$ cat src/rtl/fabric_pkg.sv
// fabric_pkg: shared types for registered Loom fabric stages.
//   occ_e       - occupancy of a two-entry skid buffer (empty / one / two)
//   cfg_state_e - configuration state of a stage that must be loaded before use
package fabric_pkg;

    typedef enum logic [1:0] {
        OCC_EMPTY = 2'd0,
        OCC_ONE   = 2'd1,
        OCC_TWO   = 2'd2
    } occ_e;

    typedef enum logic {
        CFG_UNCONFIGURED = 1'b0,
        CFG_CONFIGURED   = 1'b1
    } cfg_state_e;

endpackage

$ cat src/rtl/fabric_skid_buffer.sv
// fabric_skid_buffer: two-entry skid buffer (main + skid register) that
// breaks the valid/ready timing path between producer and consumer.
//
// Handshake: a transfer happens on a rising clk edge where valid and ready
// are both high; valid never waits on ready, and a source holds its data
// stable while valid is high and ready is low.
//
// Ports:
//   clk, rst_n    - clock, asynchronous active-low reset
//   enable_next   - upstream permission to accept tokens from the next cycle
//   in_valid      - token offered
//   in_ready      - registered accept indication (never depends on out_ready)
//   in_data       - token payload
//   out_ready     - downstream accepts the main-register token
//   out_data      - payload of the main register
//   occ           - current occupancy; the consumer-side valid is occ != EMPTY
module fabric_skid_buffer
    import fabric_pkg::*;
#(
    parameter int WIDTH = 8
) (
    input  logic             clk,
    input  logic             rst_n,
    input  logic             enable_next,
    input  logic             in_valid,
    output logic             in_ready,
    input  logic [WIDTH-1:0] in_data,
    input  logic             out_ready,
    output logic [WIDTH-1:0] out_data,
    output occ_e             occ
);

    logic [WIDTH-1:0] main_q;
    logic [WIDTH-1:0] skid_q;
    occ_e             occ_next;
    logic             push;
    logic             pop;
    logic             main_load;
    logic             main_from_skid;
    logic             skid_load;

    assign push     = in_valid & in_ready;
    assign pop      = (occ != OCC_EMPTY) & out_ready;
    assign out_data = main_q;

    always_comb begin
        occ_next       = occ;
        main_load      = 1'b0;
        main_from_skid = 1'b0;
        skid_load      = 1'b0;
        case (occ)
            OCC_EMPTY: begin
                if (push) begin
                    occ_next  = OCC_ONE;
                    main_load = 1'b1;
                end
            end
            OCC_ONE: begin
                if (push && !pop) begin
                    occ_next  = OCC_TWO;
                    skid_load = 1'b1;
                end else if (push && pop) begin
                    // main is consumed and refilled in the same cycle
                    main_load = 1'b1;
                end else if (pop) begin
                    occ_next = OCC_EMPTY;
                end
            end
            OCC_TWO: begin
                // in_ready is low here, so only a pop can happen
                if (pop) begin
                    occ_next       = OCC_ONE;
                    main_from_skid = 1'b1;
                end
            end
            default: occ_next = OCC_EMPTY;
        endcase
    end

    always_ff @(posedge clk or negedge rst_n) begin
        if (!rst_n) begin
            occ      <= OCC_EMPTY;
            main_q   <= '0;
            skid_q   <= '0;
            in_ready <= 1'b0;
        end else begin
            occ <= occ_next;
            if (main_load) begin
                main_q <= in_data;
            end else if (main_from_skid) begin
                main_q <= skid_q;
            end
            if (skid_load) begin
                skid_q <= in_data;
            end
            // Registered ready: looks ahead at the occupancy we are moving to
            in_ready <= enable_next & (occ_next != OCC_TWO);
        end
    end

endmodule

$ cat src/rtl/fabric_add_tag.sv
// fabric_add_tag: prepends a runtime-configured tag to untagged stream data.
// Inverse of the fabric tag-strip stage: out_data = {tag, value}, with the
// value in [DATA_WIDTH-1:0] so stripping the tag recovers it bit-exactly.
//
// Handshake: a transfer happens on a rising clk edge where valid and ready
// are both high; valid never waits on ready, and a source holds its data
// stable while valid is high and ready is low.
//
// Ports:
//   clk, rst_n           - clock, asynchronous active-low reset
//   cfg_valid/ready/data - tag load interface (cfg_ready is registered)
//   in_valid/ready/data  - untagged input stream (in_ready is registered)
//   out_valid/ready/data - tagged output stream from the skid buffer
//
// No token is accepted until the first tag has been loaded. Each token takes
// the tag held in tag_reg during its accept cycle; the tag travels with the
// token through the buffer, so a later tag load never alters queued tokens.
module fabric_add_tag
    import fabric_pkg::*;
#(
    parameter  int DATA_WIDTH   = 32,
    parameter  int TAG_WIDTH    = 4,
    localparam int IN_PW        = DATA_WIDTH,
    localparam int OUT_PW       = DATA_WIDTH + TAG_WIDTH,
    localparam int CONFIG_WIDTH = TAG_WIDTH
) (
    input  logic                    clk,
    input  logic                    rst_n,
    input  logic                    cfg_valid,
    output logic                    cfg_ready,
    input  logic [CONFIG_WIDTH-1:0] cfg_data,
    input  logic                    in_valid,
    output logic                    in_ready,
    input  logic [IN_PW-1:0]        in_data,
    output logic                    out_valid,
    input  logic                    out_ready,
    output logic [OUT_PW-1:0]       out_data
);

    if (DATA_WIDTH < 1) begin : g_bad_data_width
        $fatal(1, "COMP_ADD_TAG_DATA_WIDTH");
    end
    if (TAG_WIDTH < 1) begin : g_bad_tag_width
        $fatal(1, "COMP_ADD_TAG_TAG_WIDTH");
    end

    cfg_state_e              cfg_state;
    cfg_state_e              cfg_state_next;
    logic [CONFIG_WIDTH-1:0] tag_reg;
    logic                    cfg_fire;
    occ_e                    buf_occ;

    assign cfg_fire = cfg_valid & cfg_ready;

    always_comb begin
        cfg_state_next = cfg_state;
        if (cfg_fire) begin
            cfg_state_next = CFG_CONFIGURED;
        end
    end

    always_ff @(posedge clk or negedge rst_n) begin
        if (!rst_n) begin
            cfg_state <= CFG_UNCONFIGURED;
            cfg_ready <= 1'b0;
            tag_reg   <= '0;
        end else begin
            cfg_state <= cfg_state_next;
            cfg_ready <= 1'b1;
            if (cfg_fire) begin
                tag_reg <= cfg_data;
            end
        end
    end

    // Passing the next config state lets in_ready rise on the same edge that
    // loads the first tag, so data can be accepted in the following cycle.
    fabric_skid_buffer #(
        .WIDTH (OUT_PW)
    ) u_buf (
        .clk         (clk),
        .rst_n       (rst_n),
        .enable_next (cfg_state_next == CFG_CONFIGURED),
        .in_valid    (in_valid),
        .in_ready    (in_ready),
        .in_data     ({tag_reg, in_data}),
        .out_ready   (out_ready),
        .out_data    (out_data),
        .occ         (buf_occ)
    );

    assign out_valid = (buf_occ != OCC_EMPTY);

endmodule

$ cat config.mk
export PLATFORM = sky130hd
export DESIGN_NAME = fabric_add_tag
export DESIGN_NICKNAME = d
export VERILOG_FILES = /design/src/rtl/fabric_pkg.sv /design/src/rtl/fabric_skid_buffer.sv /design/src/rtl/fabric_add_tag.sv
export SDC_FILE = /design/constraint.sdc
export NUM_CORES = 1
export LEC_CHECK = 0
export BUFFER_PORTS_ARGS = -buffer_cell sky130_fd_sc_hd__buf_4
export CELL_PAD_IN_SITES_DETAIL_PLACEMENT = 0
export CELL_PAD_IN_SITES_GLOBAL_PLACEMENT = 1
export CORE_MARGIN = 1
export CORE_UTILIZATION = 35
export CTS_CLUSTER_SIZE = 14
export DETAILED_ROUTE_END_ITERATION = 8
export GPL_TIMING_DRIVEN = 0
export PLACE_DENSITY_LB_ADDON = 0.05
export SLEW_MARGIN = 20
export SYNTH_ARGS = -nofsm -noshare
export SYNTH_HDL_FRONTEND = slang
export SYNTH_HIERARCHICAL = 1
export SYNTH_SLANG_ARGS = --single-unit
export TNS_END_PERCENT = 20
$ cat constraint.sdc
create_clock -name clk -period 4.2 [get_ports clk]
set_input_delay 0.21 -clock clk [delete_from_list [all_inputs] [get_ports clk]]
set_output_delay 0.21 -clock clk [all_outputs]
set_load 0.005 [all_outputs]
==> results by group, run 1 <==
Setup path
  • Max stage delay on crit path: 0.46 ns
  • CP endpoint kind: flop
  • Worst path buffer plus inverter count: 1
  • CP max FO: 10
  • Top delay family on crit path: simple AND/OR/NAND/NOR gates
  • Worst-path cell chain: nand2b_1 > nor3_4 > buf_4 > mux2_2
  • Slowest stage cell, crit path: nor3_4
  • Critical Path AT: 2.05 ns
  • Reg-to-Reg End: u_buf/skid_q[23]$_DFFE_PN0P_
  • R2R setup slack: 2.38 ns
  • CP Capture Point: u_buf/skid_q[23]$_DFFE_PN0P_
  • Crit start category: flop
  • Reg2Reg Depth: 4
  • Levels on crit path: 4
  • Worst EP required: 4.43 ns
  • CP Class: flop to flop
  • Crit path launch: u_buf/occ[0]$_DFF_PN0_
  • R2R Path Start: u_buf/occ[0]$_DFF_PN0_

Yosys
  • Post-synth top area share: between 50% and 60%
  • Synth Cell Area: 3740 µm²
  • Synth top area cells: dfrtp_1 (54%), mux2_4 (24%), mux2_2 (16%)
  • Number of synthesized flops with an enable pin: 0
  • Avg Inst Size Synth: around 17 µm²
  • Post-synth top area cell: dfrtp_1
  • Synth cell types: 20
  • Synth Register Bits: 81
  • Post-synthesis sequential area ratio: between 50% and 60%
  • Most common cell in the netlist: dfrtp_1
  • Top post-synthesis cells by count: dfrtp_1 (81), mux2_4 (60), mux2_2 (53), buf_4 (6), buf_8 (3)
  • Synth warnings: 6
  • Post-Syn Nets: around 260
  • Post-Synthesis Cells: roughly 220
  • FFs w/ async S/R, synth: 100%
  • Top FF cell, synth: dfrtp_1

Placement
  • DP HPWL: 4670 µm
  • Port bufs: 79
  • Final Wtd Congestion: 0.660
  • Placed cell area: 4510 µm²

Global routing
  • Initial antenna violation count: 0
  • GR Util All Layers: 13.5%
  • First-pass GRT wire length: 11600 µm
  • Largest net degree at the start of global routing: slightly above 80
  • Grt total ovfl: 0
  • Vias in the first global route: 2143

Route
  • DR iter-0 viols: 60
  • Post-route DRC: 0
  • Initial DRT Pass Iterations: 4
  • DRT Wirelength: 7170 µm
  • Final ANT Viol Nets: 0
  • Via count: 2076
  • Vias/cell: 4.60
  • Routed len/inst: 15.9 µm

Floorplanning
  • I/O pin count: 80
  • Die W: between 100 and 150 µm
  • Num rows: 37
  • Core area: 10300 µm²
  • Starting Density: 36.3%
  • Die Y: 105 µm
  • Full die area: 11100 µm²

CTS
  • Num CTS Buffers: 9
  • Worst-path clk slew: 0.08 ns
  • Root Buffer: clkbuf_8
  • Worst-Skew Late Latency: roughly 0.35 ns
  • Setup bufs post-CTS: 0
  • H-tree depth: 3
  • Clk sink count: 81
  • Clock buffer depth: 2
  • CTS tree: yes

Final layout
  • Finished Core Util: 45.9%
  • N_diodes: 0
  • Finished layout cell area: 4740 µm²
  • Fraction of layout cells with a size suffix above 1: around 70%
  • Final nets: approximately 350
  • Area grow syn2layout: 26.5%

Hold path
  • Hold path startpoint: out_ready
  • Worst hold path class: input pin to flop

Timing
  • Fin crit period: 1.82 ns
  • Relative slew slack: approximately half
  • Final slew viol count: 0
  • Worst Skew: 0.0101 ns
  • WHS: 0.0654 ns
  • Final hold vios: 0
  • Final cycle utilization of the critical path: 43.3%
  • Setup TNS: 0 ns
  • RSZ-0062 raised after global routing: no
  • F_max: ~0.55 GHz
  • Setup violators final: 0
  • Worst-Margin Slew: 0.751 ns

Power and ir drop
  • Power Total: 0.00324 W
  • Peak VDD IR: 235 µV
  • Cell Pwr Density: 685 nW/µm²
  • Static Leak: 2.31 nW

Outcome
  • Status: finished, final reports clean

Run
  • Max_cap viols: 0
[cells in the final DEF (no fill, tap or decap), types with 2 or more instances in the layout]
master | synthesis | routed
clkbuf_8 | 0 | 11
buf_8 | 3 | 3
bufinv_16 | 0 | 2
mux2_4 | 60 | 60
dfrtp_1 | 81 | 81
or2b_1 | 2 | 2
buf_4 | 6 | 84
mux2_2 | 53 | 53
buf_6 | 1 | 2
nand2_2 | 2 | 2
a21oi_1 | 2 | 2
[logic make-up after synthesis]
kind of cell           synth area share, %
AOI/OAI and AO/OA                    0.435
buffers and inverters                 2.81
DFF                                   54.2
muxes                                 40.0
other                                0.100
and+or+nand+nor                       2.47
[metal layers]
metal | GRT usage, % | wire [µm] | share of wire, % | vias up
met5 | 0 | 0 | 0 | -
met4 | 5.13 | 92 | 1.3 | 0
met3 | 3.77 | 310 | 4.3 | 8
met2 | 21.4 | 3520 | 49 | 45
met1 | 17.6 | 3250 | 45 | 1051
li1 | - | - | - | 972
[power by group]
group,switching [W],internal [W],total [W]
clock,0.000270,0.000360,0.000631
sequential,0.000203,0.00115,0.00135
combinational,0.000359,0.000904,0.00126
[area by class of cell]
| cell class | count | area, µm² |
|---|---|---|
| Fill cell | 943 | 5590 |
| Sequential cell | 81 | 2030 |
| Multi-Input combinational cell | 129 | 1610 |
| Timing Repair Buffer | 80 | 607 |
| Tap cell | 136 | 170 |
| Clock buffer | 11 | 151 |
| Buffer | 10 | 101 |
| Clock inverter | 3 | 65.1 |
| Inverter | 1 | 3.75 |
[worst reg2reg max path, cell delays in order, from the launching register on]
cell and delay, ns:
dfrtp_1 0.42, nand2b_1 0.15, nor3_4 0.46, buf_4 0.31, mux2_2 0.35
[worst min-delay path by stage]
stage                                  end  cells after the start
floorplan              cfg_ready$_DFF_PN0_                      0
detailed placement  u_buf/occ[1]$_DFF_PN0_                      2
global route        u_buf/occ[1]$_DFF_PN0_                      2
CTS                 u_buf/occ[1]$_DFF_PN0_                      2
finish              u_buf/occ[1]$_DFF_PN0_                      2
global placement    u_buf/occ[1]$_DFF_PN0_                      2
[metrics by stage]
step	cells	worst slack, ns
after global placement	436	2.39
after global routing	451	2.26
after detailed placement	436	2.35
after CTS	450	2.34
after floorplan	221	2.68
final	451	2.38
[timing repair]
item,CTS,global route
endpoints found under the hold margin,0,65
resized for setup,0,0
hold buffers,0,1
setup endpoints to repair,0,0
Note: power is estimated with default switching activity, not from simulation.
==> run 2, diff against run 1 <==
==> constraint.sdc (replaced) <==
create_clock -name clk -period 1.5 [get_ports clk]
set_input_delay 0.075 -clock clk [delete_from_list [all_inputs] [get_ports clk]]
set_output_delay 0.075 -clock clk [all_outputs]
set_load 0.005 [all_outputs]
==> results by group, run 2 (same netlist as run 1, synthesis figures left out) <==
Final layout
  • Area grow syn2layout: 40.4%
  • Area of the multi-input gates: roughly 1600 µm²
  • Fillcell total: 902
  • Most common cell after layout, fill and taps aside: buf_4
  • N_diodes: 0
  • Storage cell area: 2030 µm²
  • Most frequent cells in the layout: buf_4 (81), dfrtp_1 (80), mux2_4 (66)
  • Finished Core Util: 50.9%
  • Final nets: 395
  • Finished layout cell area: ~5300 µm²
  • Fraction of layout cells with a size suffix above 1: 63.6%

Floorplanning
  • Starting Density: 36.3%
  • Die W: 105 µm
  • Full die area: between 10000 and 15000 µm²
  • I/O pin count: 80
  • Core area: 10300 µm²
  • Die Y: 105 µm
  • Num rows: 37

Power and ir drop
  • Seq pwr share: 40.4%
  • P_int: 0.00696 W
  • Peak VDD IR: 681 µV
  • Comb pwr share: 40.7%
  • Sw frac: about 26%
  • Static Leak: 2.55 nW
  • Cell Pwr Density: 1780 nW/µm²
  • Clock Power Share: about a fifth
  • Power Total: 0.00935 W
  • NetSw: between 0.002 and 0.0025 W

Setup path
  • Max stage delay on crit path: 0.40 ns
  • Worst EP required: 1.73 ns
  • Crit start category: flop
  • Worst-path cell chain: nand3b_1 > buf_6 > buf_12 > mux2_4 > mux2_4
  • Slowest stage cell, crit path: dfrtp_1
  • CP max FO: 10
  • CP Class: flop to flop
  • Critical Path AT: around 1.8 ns
  • Top cell by count, worst path: mux2_4
  • CP endpoint kind: flop

CTS
  • Worst-path clk slew: 0.08 ns
  • Clk sink count: 81
  • CTS tree: yes
  • Worst-Skew Late Latency: 0.35 ns
  • Clock buffer depth: 2
  • Num CTS Buffers: 9
  • Root Buffer: clkbuf_8
  • H-tree depth: 3

Hold path
  • Worst hold path class: input pin to flop

Route
  • Final ANT Viol Nets: 0
  • Routed len/inst: around 15 µm
  • DR iter-0 viols: 62
  • DRT Wirelength: between 7000 and 8000 µm
  • Post-route DRC: 0
  • Vias/cell: 4.52
  • Initial DRT Pass Iterations: 4
  • Via count: 2229

Global routing
  • Vias in the first global route: between 2k and 2.5k
  • Largest net degree at the start of global routing: 82
  • GR Util All Layers: 13.9%
  • Grt total ovfl: 0
  • First-pass GRT wire length: 12000 µm
  • Initial antenna violation count: 0

Timing
  • RSZ-0062 raised after global routing: yes
  • F_max: 0.641 GHz
  • Worst Skew: approximately 0.0089 ns
  • Final slew viol count: 0
  • Final hold vios: 0
  • Fin crit period: 1.56 ns
  • Worst-Margin Slew: ~0.75 ns
  • Relative slew slack: 49.8%
  • WHS: roughly 0.04 ns
  • Setup violators final: 66
  • Final cycle utilization of the critical path: 104%
  • Final setup margin: -0.0591 ns

Placement
  • Pre-CTS setup slack: -0.347 ns
  • Final Wtd Congestion: around 0.66
  • Port bufs: 79
  • Placed cell area: 4510 µm²
  • DP HPWL: approximately 4700 µm

Outcome
  • Status: finished with violations
  • Failing checks: setup timing

Run
  • Max_cap viols: 0
==> run 2: changes by cell type in the layout (fill, tap and decap cells not counted), moves of 3 or more <==
cell           previous run  this run
mux2_4                   60        66
buf_6                     2         6
dlygate4sd3_1             1        38
buf_8                     3         0
buf_12                    0         7
mux2_2                   53        47
buf_4                    84        81
==> run 2: worst max-delay path: cells and delay by family (launching register included) <==
kind | cells | cell delay (ns)
mux | 2 | 0.54
buf+inv | 2 | 0.31
simple gates | 1 | 0.18
flops | 1 | 0.40
==> run 2: power by group through the flow <==
| stage | clock network, W | registers [W] | logic [W] |
|---|---|---|---|
| after floorplan | 0 | 0.00374 | 0.00234 |
| after global placement | 0 | 0.00381 | 0.00351 |
| after detailed placement | 0 | 0.00383 | 0.00359 |
| after CTS | 0.00185 | 0.00380 | 0.00371 |
| after global routing | 0.00192 | 0.00393 | 0.00406 |
| final | 0.00177 | 0.00378 | 0.00381 |
==> run 2: stage by stage <==
step,setup TNS [ns],cells
floorplan,-0.554,221
global placement,-14.73,436
detailed placement,-16.72,436
CTS,-6.21,490
global route,-4.65,493
finish,-2.47,493
==> run 2: what timing repair did <==
item                                   in CTS  in global routing
resized for setup                           8                 16
hold buffers                               38                  0
endpoints found under the hold margin     150                  0
pin swaps                                   1                  0
setup endpoints to repair                  66                 72
buffers inserted                            2                  3
==> run 2: layout make-up <==
class / count / share of cell area (%)
Clock buffer: 11 / 2.88
Inverter: 1 / 0.0715
Clock inverter: 3 / 1.24
Buffer: 10 / 3.14
Multi-Input combinational cell: 129 / 31.2
Timing Repair Buffer: 122 / 19.6
Sequential cell: 81 / 38.6
Tap cell: 136 / 3.24
==> run 2: path summary, 6_finish.rpt <==
path	startpoint	to	slack, ns	cells past startpoint
max reg2reg	u_buf/occ[0]$_DFF_PN0_	u_buf/out_data[4]$_DFFE_PN0P_	-0.06	5
max in group asynchronous	rst_n	u_buf/occ[1]$_DFF_PN0_	0.60	2
max	u_buf/occ[0]$_DFF_PN0_	u_buf/out_data[4]$_DFFE_PN0P_	-0.06	5
min reg2reg	cfg_state$_DFF_PN0_	cfg_state$_DFF_PN0_	0.46	1
min	in_valid	u_buf/occ[1]$_DFF_PN0_	0.04	3
min in group asynchronous	rst_n	u_buf/out_data[15]$_DFFE_PN0P_	0.34	2
==> run 2: routing by layer <==
metal,vias up,global-route usage (%),routed length (µm)
li1,1048,-,-
met1,1124,17.8,3440
met2,47,22.9,3590
met3,10,3.40,263
met4,0,5.13,110
met5,-,0,0
